===== src/rtl/rx_oversample_voter.sv =====
// UART RX oversampling bit voter: mid-bit N-sample majority vote,
// noise flag and bit-period edge counter for arbitrary prescale.
module rx_oversample_voter #(
    parameter int PRESCALE_W = 6,
    parameter int N_SAMP     = 3
) (
    input  logic                  clk_RX,
    input  logic                  rst,
    input  logic                  RX_IN,
    input  logic                  dat_samp_en,
    input  logic                  resync,
    input  logic [PRESCALE_W-1:0] prescale,
    output logic [PRESCALE_W-1:0] edge_cnt,
    output logic                  bit_done,
    output logic                  sampled_bit,
    output logic                  bit_valid,
    output logic                  noise_flag
);

    localparam int H  = (N_SAMP - 1) / 2;
    localparam int CW = $clog2(N_SAMP + 1);

    localparam logic [PRESCALE_W-1:0] PS_MIN = PRESCALE_W'(N_SAMP + 1);
    localparam logic [PRESCALE_W-1:0] H_W    = PRESCALE_W'(H);
    localparam logic [PRESCALE_W-1:0] ONE_W  = PRESCALE_W'(1);
    localparam logic [CW-1:0]         H_C    = CW'(H);
    localparam logic [CW-1:0]         N_C    = CW'(N_SAMP);
    localparam logic [CW-1:0]         ZERO_C = '0;

    generate
        if (N_SAMP != 3 && N_SAMP != 5) begin : g_bad_nsamp
            $error("N_SAMP must be 3 or 5");
        end
    endgenerate

    logic [PRESCALE_W-1:0] edge_cnt_q, edge_cnt_d;
    logic [PRESCALE_W-1:0] ps_q, ps_d;
    logic [N_SAMP-1:0]     sreg_q, sreg_d;
    logic                  sampled_bit_q, sampled_bit_d;
    logic                  bit_valid_q, bit_valid_d;
    logic                  noise_flag_q, noise_flag_d;

    logic [PRESCALE_W-1:0] ps_eff;
    logic [PRESCALE_W-1:0] mid;
    logic [PRESCALE_W-1:0] win_lo;
    logic [PRESCALE_W-1:0] win_hi;
    logic [PRESCALE_W-1:0] last_cnt;
    logic                  active;
    logic                  wrap;
    logic                  in_window;
    logic                  vote;
    logic [CW-1:0]         ones;

    always_comb begin
        ps_eff    = (prescale < PS_MIN) ? PS_MIN : prescale;
        mid       = ps_q >> 1;
        win_lo    = mid - H_W;
        win_hi    = mid + H_W;
        last_cnt  = ps_q - ONE_W;
        active    = dat_samp_en & ~resync;
        wrap      = active & (edge_cnt_q == last_cnt);
        in_window = active & (edge_cnt_q >= win_lo) & (edge_cnt_q <= win_hi);
        vote      = active & (edge_cnt_q == win_hi);
    end

    // Register is cleared at every bit boundary, so at the vote it holds
    // the N_SAMP-1 earlier window samples with its top bit still zero.
    always_comb begin
        ones = {{(CW-1){1'b0}}, RX_IN};
        for (int i = 0; i < N_SAMP; i++) begin
            ones = ones + {{(CW-1){1'b0}}, sreg_q[i]};
        end
    end

    always_comb begin
        edge_cnt_d    = edge_cnt_q;
        ps_d          = ps_q;
        sreg_d        = sreg_q;
        sampled_bit_d = sampled_bit_q;
        noise_flag_d  = noise_flag_q;
        bit_valid_d   = 1'b0;
        if (!dat_samp_en) begin
            edge_cnt_d    = '0;
            ps_d          = ps_eff;
            sreg_d        = '0;
            sampled_bit_d = 1'b0;
            noise_flag_d  = 1'b0;
        end else if (resync) begin
            edge_cnt_d = '0;
            sreg_d     = '0;
        end else begin
            edge_cnt_d = wrap ? '0 : edge_cnt_q + ONE_W;
            if (wrap) begin
                ps_d   = ps_eff;
                sreg_d = '0;
            end else if (in_window) begin
                sreg_d = {sreg_q[N_SAMP-2:0], RX_IN};
            end
            if (vote) begin
                sampled_bit_d = (ones > H_C);
                noise_flag_d  = (ones != ZERO_C) && (ones != N_C);
                bit_valid_d   = 1'b1;
            end
        end
    end

    always_ff @(posedge clk_RX or negedge rst) begin
        if (!rst) begin
            edge_cnt_q    <= '0;
            ps_q          <= PS_MIN;
            sreg_q        <= '0;
            sampled_bit_q <= 1'b0;
            bit_valid_q   <= 1'b0;
            noise_flag_q  <= 1'b0;
        end else begin
            edge_cnt_q    <= edge_cnt_d;
            ps_q          <= ps_d;
            sreg_q        <= sreg_d;
            sampled_bit_q <= sampled_bit_d;
            bit_valid_q   <= bit_valid_d;
            noise_flag_q  <= noise_flag_d;
        end
    end

    assign edge_cnt    = edge_cnt_q;
    assign bit_done    = wrap;
    assign sampled_bit = sampled_bit_q;
    assign bit_valid   = bit_valid_q;
    assign noise_flag  = noise_flag_q;

endmodule

===== config.mk =====
export PLATFORM = sky130hd
export DESIGN_NAME = rx_oversample_voter
export DESIGN_NICKNAME = d
export VERILOG_FILES = /design/src/rtl/rx_oversample_voter.sv
export SDC_FILE = /design/constraint.sdc
export NUM_CORES = 1
export LEC_CHECK = 0
export CAP_MARGIN = 10
export CORE_ASPECT_RATIO = 1.2
export CORE_MARGIN = 1
export CORE_UTILIZATION = 41
export CTS_BUF_LIST = sky130_fd_sc_hd__clkbuf_8
export DETAILED_ROUTE_END_ITERATION = 7
export PLACE_DENSITY = 0.77
export SLEW_MARGIN = 20
export SYNTH_ARGS = -nofsm -noshare
export SYNTH_HDL_FRONTEND = slang
export SYNTH_SLANG_ARGS = --single-unit
export TNS_END_PERCENT = 5

===== constraint.sdc =====
create_clock -name clk_RX -period 2.5 [get_ports clk_RX]
set_input_delay 0.25 -clock clk_RX [delete_from_list [all_inputs] [get_ports clk_RX]]
set_output_delay 0.25 -clock clk_RX [all_outputs]
set_load 0.05 [all_outputs]

; ---- After elaboration in Yosys (flattened, before gate mapping)
; Cells that the tools add are included.
[totals]
regBits = 18
inputBits = 11
word_cells = 54
[op_classes]
reduce_logical = 4
magnitude_cmp = 4
n_mux = 20
n_eq_ne = 7
addsub = 7
bitwise = 6
[op_table]
columns = cell, count
row1 = 6-bit two-way mux, 7
row2 = 6-bit equality test, 2
row3 = 3-bit two-way mux, 4
row4 = 1-bit two-way mux, 9
row5 = "5-bit by 1-bit adder with 6-bit output, second input constant", 1
row6 = "6-bit by 1-bit adder with 6-bit output, second input constant", 1
row7 = 6-bit >= comparator, 1
row8 = 6-bit <= comparator, 1
row9 = "6-bit by 3-bit < comparator with 1-bit output, second input constant", 1
row10 = "5-bit by 1-bit subtractor with 6-bit output, second input constant", 1
row11 = "6-bit by 1-bit subtractor with 6-bit output, second input constant", 1
row12 = 1-bit bitwise AND, 5
row13 = 2-bit by 1-bit adder with 2-bit output, 2
row14 = "2-bit by 1-bit inequality test with 1-bit output, second input constant", 2
row15 = "2-bit inequality test, second input constant", 2
row16 = "4-bit by 1-bit inequality test with 1-bit output, second input constant", 1
row17 = 2-bit AND reduction, 2
row18 = 1-bit by 1-bit adder with 2-bit output, 1
row19 = "2-bit by 1-bit greater-than comparator with 1-bit output, second input constant", 1
row20 = 2-bit nonzero test, 1
row21 = 1-bit logical AND, 1
row22 = 1-bit NOT, 1

; ---- Depth between registers and ports, before layout
; Gate-level depths: netlist of run 1.
[depth]
depth_word = 8
mapped_depth = 10
depth_no_buf = 9

; ---- Worst setup path before layout of run 1
; Ideal clock, no wire load.
[synth_path]
kind = reg2out
start = register ps_q[1]
end = output bit_done
arrival_ns = 2.775
path_stages_with_launch = 7
n_path_buf = 0
path_slack_ns = -0.525
cell_sequence = dfrtp_1 > inv_1 > ha_1 > nor3b_1 > nand2_1 > xnor2_1 > nor4_1
[synth_between]
elab_chain_cells = 3
[synth_lines]
columns = element, line_no
row1 = "start, declared", 37  ; logic [PRESCALE_W-1:0] ps_q, ps_d;
row2 = "start signal, assigned", 117  ; ps_q <= ps_d;
row3 = 6-bit by 1-bit subtractor with 6-bit output, 59  ; last_cnt = ps_q - ONE_W;
row4 = 6-bit equality test, 61  ; wrap = active & (edge_cnt_q == last_cnt);
row5 = 1-bit bitwise AND, 61
row6 = "end, declared", 14  ; output logic bit_done,
; No other way between the ends.

; ---- Worst setup path in the final report of run 1
[layout_path]
start = register ps_q[2]
end = register sampled_bit_q, in the netlist sampled_bit
[layout_between]
elab_chain_cells = 5
[layout_lines]
columns = element, line_no
row1 = 5-bit by 1-bit adder with 6-bit output, 58  ; win_hi = mid + H_W;
row2 = 6-bit equality test, 63  ; vote = active & (edge_cnt_q == win_hi);
row3 = 1-bit bitwise AND, 63
row4 = 2-bit by 1-bit inequality test with 1-bit output (no source line), n/a
row5 = 2-bit AND reduction (no source line), n/a
row6 = "end signal, assigned", 119  ; sampled_bit_q <= sampled_bit_d;
row7 = "end, declared", 39  ; logic sampled_bit_q, sampled_bit_d;
; No other way between the ends.
; A chain may end at the register's enable or synchronous reset.

==> results of run 1 <==
[cells in the mapped netlist]
cell        n
ha_1       18
dfrtp_1    17
nor2_1     12
xnor2_1    10
inv_1       8
nand2_1     8
xor2_1      8
a21oi_1     7
nand3_1     7
o21ai_0     5
o31ai_1     4
mux2_4      3
mux2i_1     3
nand4_1     3
o21a_1      3
a21boi_0    2
buf_6       2
nand2b_1    2
o31ai_2     2
or3_1       2
or4_1       2
a2111oi_0   1
a21boi_2    1
and3_1      1
buf_4       1
clkbuf_1    1
dfstp_2     1
fa_1        1
nand2_2     1
nand3b_1    1
nand4b_4    1
nor2b_1     1
nor3_1      1
nor3b_1     1
nor4_1      1
o311ai_2    1
o41ai_4     1
or2_2       1
[timing repair]
item	in CTS	in global routing
pin swaps	0	2
gates cloned	0	0
setup endpoints to repair	6	8
buffers inserted	3	2
gates resized for setup	5	14
hold buffers	0	0
[layout make-up]
type                       instances  area (um2)  share of cell area (%)
sequential                        18         452                    23.9
timing repair buffer              28         270                    14.3
clock buffer                       4        55.1                    2.91
tap                               37        46.3                    2.45
multi-input combinational        115        1040                    54.9
inverter                           8        30.0                    1.59
[through the flow]
stage / worst slack [ns] / setup TNS [ns] / hold WS (ns) / cells / total power [mW]
2_1_floorplan: 0.0577 / 0 / -0.0456 / 145 / 0.520
3_3_place_gp: 0.0660 / 0 / 0.536 / 201 / 0.575
3_5_place_dp: -0.114 / -0.208 / 0.551 / 201 / 0.590
4_1_cts: 0.0208 / 0 / 0.482 / 208 / 0.853
5_1_grt: -0.0709 / -0.186 / 0.528 / 210 / 0.929
6_report: 0.0646 / 0 / 0.464 / 210 / 0.884
[state kept, by name (all words and copies together), names as in the netlist]
signal	cells
ps_q	6
sampled_bit	1
bit_valid	1
noise_flag	1
edge_cnt	6
sreg_q	3
[routing by layer]
metal,global-route usage (%),vias to the layer above,wire length [um]
li1,-,574,-
met1,22.8,597,1460
met2,35.0,27,1790
met3,2.11,9,95
met4,11.3,0,106
met5,0,-,0
[worst max-delay path by stage]
stage,depth (start not counted),slack [ns],to
3_5_place_dp,8,-0.11,sampled_bit
4_1_cts,8,0.02,sampled_bit
3_3_place_gp,7,0.07,sampled_bit
6_report,8,0.06,sampled_bit
5_1_grt,9,-0.07,sreg_q[1]
2_1_floorplan,6,0.06,bit_done
[power by group through the flow]
stage / Sequential (mW) / Combinational [mW] / Clock, mW
global route: 0.339 / 0.323 / 0.267
detailed placement: 0.340 / 0.250 / 0
floorplan: 0.333 / 0.187 / 0
global placement: 0.337 / 0.237 / 0
CTS: 0.333 / 0.269 / 0.251
finish: 0.337 / 0.298 / 0.249
[logic make-up after synthesis]
logic type                 count (synthesis)
and+or+nand+nor                           45
xor gates and xnor gates                  18
AOI/OAI and AO/OA                         27
adders and majority gates                 19
DFF                                       18
muxes                                      6
buffers and inverters                     12
[worst max-delay path: stages (launching register included)]
cell and delay (ns):
dfstp_2 0.59, buf_4 0.14, and3_4 0.19, nand3_2 0.10
ha_4 0.30, nand2_1 0.08, or3_4 0.41, or4_1 0.40
a21boi_1 0.16
[cells in the final DEF, fill, tap and decap left out, types with 4 or more instances in the layout]
master / count
o31ai_2: 4
o21ai_0: 4
clkdlybuf4s50_1: 19
nor2_1: 12
xor2_1: 8
ha_1: 15
dfrtp_1: 17
a21oi_1: 7
clkbuf_8: 4
nand3_1: 6
inv_1: 7
buf_4: 8
xnor2_1: 9
nand2_1: 8
==> run summary, run 1 <==
fin util - 56.2%
RSZ-0062 raised after global routing - true
Detail Route Antenna Nets - 0
reg2reg start - ps_q[2]
IO Count - 21
grt total ovfl - 0
drt via density - 5.75
CTS clk-pin slew, worst paths - 0.07 ns
total net switching power - 0.298 mW
number of port buffers - 20
switching portion of total power - 33.8%
post-detailed-route wirelength per cell - 16.4 um
total of max-cap violations - 0
Synth Cell Area - 0.00145 mm2
total wire length - 3450 um
clk sinks - 18
syn_nets - 175
Die Width - 56.4 um
Gate power share - 33.7%
PD cells - 467 mW/mm2
Int Power - 0.585 mW
CP Data Required Time - 2.69 ns
area delta synth->final - 30.1%
Critical R2R Capture - sampled_bit
Die Span Y - 67.2 um
Clock Tree Buf Depth - 2
1st-iter DRT viols - 24
Synth Area in Adders - 16.9%
Seq/Total Area, Yosys - 31.1%
Synth Area in Simple Gates - 16.8%
Slew Viols, Final - 0
Final Skew - 0.00533 ns
clock share of power - 28.2%
nets - 204
clk root buf - clkbuf_8
drt first pass iters - 4
worst slew pin tran - 0.847 ns
Hold Path Class - input pin to asynchronous set/reset pin
CP Data Arrival Time - 2.63 ns
Synth Area per Inst - 10.0 um2
GPL Wtd Cong - 0.923
Synth Area in Compound Gates - 14.9%
Peak Freq - 411 MHz
Synth warnings - 0
FF+latch count, synth - 18
status - completed
CTS Buf Count - 3
min Tclk post-route - 2.44 ns
initial antenna violation count - 0
sequential fraction of design power - 38.1%
crit path kind - register to register
worst IR drop on VDD - 0.000334 V
Crit. Startpoint - ps_q[2]
CP startpoint kind - register
Final Cell Area - 0.00189 mm2
mux share of post-synthesis cell area - 5.16%
cell taking the most area after synthesis - dfrtp_1
CTS tree - yes
worst skew pair latency - 0.26 ns
post-synth top area share - 29.3%
Detail Placement HPWL - 2460 um
Slew headroom - 43.4%
setup violators final - 0
row count - 23
largest net degree at the start of global routing - 19
first-pass GRT wire length - 5610 um
Core ar. - 0.00337 mm2
Final period util - 97.4%
DRC - 0
fillcell total - 276
top post-synthesis cells by area - dfrtp_1, ha_1, xnor2_1, xor2_1, mux2_4
Placed Area - 0.00171 mm2
CP Capture Type - register
crit-path max FO - 7
number of global-route vias before repair - 1,207
ANT cells - 0
layout cell share with drive strength beyond 1 - 22.5%
Initial Util - 43.2%
via total after detailed routing - 1,207
Worst R2R Path Depth - 8
largest family of logic cells by synthesized area - adder cells
leakage - 0.813 nW
# H-tree levels - 1
gr usage total - 19.5%
Mapped Cells - 145
xor/xnor cell area share of the yosys netlist - 10.8%
Total Die Area - 0.00379 mm2
Fin. Hold Viols - 0
Worst R2R Setup Slack - 0.06 ns
library cells used by synthesis - 38
Note: power is estimated with default switching activity, not from simulation.
==> run 2: changes to the inputs <==
--- a/config.mk
+++ b/config.mk
@@ -5,6 +5,7 @@
 export SDC_FILE = /design/constraint.sdc
 export NUM_CORES = 1
 export LEC_CHECK = 0
+export ABC_AREA = 0
 export CAP_MARGIN = 10
 export CORE_ASPECT_RATIO = 1.2
 export CORE_MARGIN = 1
@@ -12,6 +13,7 @@
 export CTS_BUF_LIST = sky130_fd_sc_hd__clkbuf_8
 export DETAILED_ROUTE_END_ITERATION = 7
 export PLACE_DENSITY = 0.77
+export SETUP_SLACK_MARGIN = 0.4
 export SLEW_MARGIN = 20
 export SYNTH_ARGS = -nofsm -noshare
 export SYNTH_HDL_FRONTEND = slang
==> run summary, run 2 (synthesis results as in run 1) <==
status - completed
Hold Path Class - input pin to asynchronous set/reset pin
number of port buffers - 20
Slew headroom - 44.0%
via total after detailed routing - 1,200
Die Width - 56.4 um
grt peak-use layer - met2
layout cell share with drive strength beyond 1 - 26.1%
number of global-route vias before repair - 1,209
CTS tree - yes
Peak Freq - 420 MHz
Detail Route Antenna Nets - 0
Slew Viols, Final - 0
Final period util - 95.2%
worst IR drop on VDD - 0.000463 V
total net switching power - 0.307 mW
total of max-cap violations - 0
Die Span Y - 67.2 um
commonest non-fill, non-tap cell in the layout - clkdlybuf4s50_1
setup violators final - 0
total wire length - 3440 um
CTS Buf Count - 3
GR Util met1 - 22.2%
# H-tree levels - 1
crit path kind - register to register
initial antenna violation count - 0
worst skew pair latency - 0.27 ns
first-pass GRT wire length - 5750 um
DRC - 0
Gate power share - 35.3%
min Tclk post-route - 2.38 ns
area delta synth->final - 33.6%
post-detailed-route wirelength per cell - 16.1 um
commonest non-fill, non-tap cells in the layout - clkdlybuf4s50_1, dfrtp_1, ha_1
crit-path max FO - 6
ANT cells - 0
switching portion of total power - 33.7%
Int Power - 0.604 mW
leakage - 0.825 nW
CTS clk-pin slew, worst paths - 0.07 ns
CP Data Required Time - 2.70 ns
CP Capture Type - register
IO Count - 21
worst slew pin tran - 0.837 ns
grt total ovfl - 0
RSZ-0062 raised after global routing - true
fin util - 57.7%
gr usage total - 20.3%
1st-iter DRT viols - 23
met3 usage - 4.79%
largest net degree at the start of global routing - 19
Clock Tree Buf Depth - 2
drt via density - 5.63
hold_buf cts - 0
nets - 207
Initial Util - 43.2%
fillcell total - 279
Final Cell Area - 0.00194 mm2
sequential fraction of design power - 37.3%
met2 GRT Util - 37.4%
Final Skew - 0.00160 ns
drt first pass iters - 4
Core ar. - 0.00337 mm2
CP startpoint kind - register
CP Data Arrival Time - 2.58 ns
PD cells - 469 mW/mm2
clk sinks - 18
row count - 23
Fin. Hold Viols - 0
Detail Placement HPWL - 2530 um
GPL Wtd Cong - 0.881
clock share of power - 27.4%
clk root buf - clkbuf_8
Placed Area - 0.00175 mm2
Total Die Area - 0.00379 mm2
[run 2: changes by cell type in the layout (fill, tap and decap cells not counted), moves of 2 or more]
cell	delta
buf_4	+3
dfrtp_1	-2
dfrtp_2	+2
o31ai_2	-2
[run 2: cell type report]
| class | instances | area (um2) | share of cell area, % |
|---|---|---|---|
| well taps | 37 | 46.3 | 2.38 |
| clock buffers | 4 | 55.1 | 2.84 |
| repair buffers | 31 | 293 | 15.1 |
| flip-flops and latches | 18 | 454 | 23.4 |
| multi-input cells | 115 | 1060 | 54.8 |
| inverters | 8 | 30.0 | 1.55 |
[run 2: worst paths after layout]
path | from | slack (ns) | cells past startpoint | end
setup reg to reg | ps_q[2] | 0.12 | 8 | sampled_bit
max in group asynchronous | rst | 1.47 | 1 | ps_q[3]
hold reg to reg | sampled_bit | 0.56 | 2 | sampled_bit
setup / recovery | ps_q[2] | 0.12 | 8 | sampled_bit
hold / removal | rst | 0.46 | 1 | edge_cnt[1]
min in group clk_RX | prescale[1] | 0.54 | 3 | ps_q[1]
[run 2: power groups by stage]
| stage | logic, mW | clock network, mW | registers, mW |
|---|---|---|---|
| after floorplan | 0.194 | 0 | 0.334 |
| final | 0.321 | 0.250 | 0.340 |
| after CTS | 0.305 | 0.253 | 0.337 |
| after detailed placement | 0.268 | 0 | 0.341 |
| after global routing | 0.350 | 0.267 | 0.342 |
| after global placement | 0.254 | 0 | 0.340 |
[run 2: routing by layer]
layer / up-vias / wire length, um / share of wire, %
li1: 582 / - / -
met1: 579 / 1400 / 41
met2: 30 / 1800 / 52
met3: 9 / 157 / 4.6
met4: 0 / 74 / 2.2
met5: - / 0 / 0
[run 2: what timing repair did]
action | CTS | global route
gates resized for setup | 13 | 6
buffers inserted | 3 | 3
pin swaps | 3 | 4
endpoints found under the setup margin | 18 | 18
[run 2: stage by stage]
stage / instances / setup WS [ns] / TNS (ns) / hold slack, ns / total power [mW]
2_1_floorplan: 145 / 0.167 / 0 / -0.0456 / 0.529
3_3_place_gp: 203 / 0.0983 / 0 / 0.527 / 0.594
3_5_place_dp: 203 / 0.0419 / 0 / 0.541 / 0.609
4_1_cts: 210 / 0.131 / 0 / 0.499 / 0.895
5_1_grt: 213 / -0.00402 / -0.00402 / 0.532 / 0.959
6_report: 213 / 0.119 / 0 / 0.463 / 0.911
[run 2: worst max-delay path: stages, from the launching register on]
cell and delay (ns):
dfstp_2 0.60, ha_4 0.16, nand3_2 0.07, xor2_1 0.16, ha_1 0.30, nand2_2 0.07, or3_4 0.40, or4_1 0.42
a21boi_1 0.13
==> run 3: changes to the inputs <==
--- a/config.mk
+++ b/config.mk
@@ -7,12 +7,14 @@
 export LEC_CHECK = 0
 export ABC_AREA = 0
 export CAP_MARGIN = 10
+export CELL_PAD_IN_SITES_DETAIL_PLACEMENT = 0
+export CELL_PAD_IN_SITES_GLOBAL_PLACEMENT = 2
 export CORE_ASPECT_RATIO = 1.2
 export CORE_MARGIN = 1
-export CORE_UTILIZATION = 41
+export CORE_UTILIZATION = 32
 export CTS_BUF_LIST = sky130_fd_sc_hd__clkbuf_8
 export DETAILED_ROUTE_END_ITERATION = 7
-export PLACE_DENSITY = 0.77
+export PLACE_DENSITY = 0.9
 export SETUP_SLACK_MARGIN = 0.4
 export SLEW_MARGIN = 20
 export SYNTH_ARGS = -nofsm -noshare
==> run summary, run 3 (synthesis results as in run 1) <==
commonest non-fill, non-tap cells in the layout - clkdlybuf4s50_1, ha_1, dfrtp_1
number of port buffers - 20
worst IR drop on VDD - 0.000212 V
# H-tree levels - 1
Final period util - 95.3%
Clock Tree Buf Depth - 2
Core ar. - 0.00429 mm2
total of max-cap violations - 0
first-pass GRT wire length - 5250 um
total wire length - 3170 um
Detail Route Antenna Nets - 0
DRC - 0
1st-iter DRT viols - 44
min Tclk post-route - 2.38 ns
CTS tree - yes
PD cells - 442 mW/mm2
Multi-input gate area - 0.00102 mm2
register area - 453 um2
CP Capture Type - register
commonest non-fill, non-tap cell in the layout - clkdlybuf4s50_1
number of global-route vias before repair - 1,164
clk root buf - clkbuf_8
area delta synth->final - 30.1%
ANT cells - 0
Die Span Y - 75.8 um
crit-path max FO - 6
layout cell share with drive strength beyond 1 - 20.1%
clk sinks - 18
setup TNS - 0 ns
Hold Path Class - input pin to asynchronous set/reset pin
leakage - 0.816 nW
via total after detailed routing - 1,142
nets - 205
Initial Util - 33.9%
setup violators final - 0
IO Count - 21
CTS clk-pin slew, worst paths - 0.07 ns
Slew Viols, Final - 0
Worst R2R Setup Slack - 0.12 ns
initial antenna violation count - 0
CP startpoint kind - register
reg2reg start - ps_q[2]
CP Data Arrival Time - 2.56 ns
row count - 26
drt via density - 4.97
fillcell total - 435
Peak Freq - 420 MHz
Detail Placement HPWL - 2480 um
status - completed
Final Skew - 0.00203 ns
Die Width - 63.5 um
GPL Wtd Cong - 0.842
largest net degree at the start of global routing - 19
Worst R2R Path Depth - 8
pre-CTS WS - 0.0510 ns
drt first pass iters - 4
grt total ovfl - 0
Slew headroom - 42.7%
Total Die Area - 0.00482 mm2
Fin. Hold Viols - 0
post-detailed-route wirelength per cell - 13.8 um
worst skew pair latency - 0.25 ns
Critical R2R Capture - sampled_bit
crit path kind - register to register
CP Data Required Time - 2.68 ns
worst slew pin tran - 0.857 ns
CTS Buf Count - 3
gr usage total - 14.1%
RSZ-0062 raised after global routing - true
Final WS setup - 0.117 ns
## run 3: cell count changes in the layout (fill, tap and decap cells not counted), sizes merged
cell and delta:
buf -2, clkbuf -1, inv +1
## run 3: worst max path at each step
stage            start     endpoint  slack (ns)
2_1_floorplan  ps_q[2]  sampled_bit        0.17
5_1_grt        ps_q[2]  sampled_bit       0.003
4_1_cts        ps_q[2]  sampled_bit        0.11
3_5_place_dp     RX_IN   noise_flag        0.05
3_3_place_gp     RX_IN   noise_flag        0.09
6_report       ps_q[2]  sampled_bit        0.12
## run 3: layout make-up
class	count	area share, %
multi-input cells	115	53.7
flip-flops and latches	18	23.9
repair buffers	29	14.7
well taps	56	3.70
clock buffers	3	2.18
inverters	8	1.59
clock inverters	1	0.198
## run 3: per-stage QoR
step / utilization [%] / hold WS (ns) / power [mW] / area, um2 / cells
floorplan: - / -0.0456 / 0.529 / 1490 / 145
global placement: 41.6 / 0.536 / 0.603 / 1790 / 224
detailed placement: 41.6 / 0.545 / 0.608 / 1790 / 224
CTS: 43.5 / 0.521 / 0.835 / 1870 / 230
global route: 44.1 / 0.573 / 0.886 / 1890 / 230
finish: 44.1 / 0.484 / 0.836 / 1890 / 230
## run 3: layer usage
metal  wire, um  GRT usage, %  vias to the layer above
met5          0             0                        -
met4         36          5.05                        0
met3         53          1.80                        4
met2       1770          28.0                       16
met1       1310          15.3                      548
li1           -             -                      574
## run 3: what timing repair did
action,in CTS,in global routing
hold buffers,0,0
resized for setup,5,5
pin swaps,3,1
setup buffers,2,0
endpoints found under the setup margin,19,19
## run 3: power by group
group / internal, mW / switching (mW) / leakage (nW)
sequential: 0.307 / 0.0263 / 0.235
clock: 0.109 / 0.0988 / 0.0269
combinational: 0.140 / 0.155 / 0.555
## run 3: worst max-delay path, cell delays in order, from the launching register on
cell      delay, ns
dfstp_2        0.60
ha_4           0.15
nand3_2        0.07
xor2_1         0.16
ha_1           0.29
nand2_1        0.09
or3_4          0.40
or4_1          0.40
a21boi_1       0.14
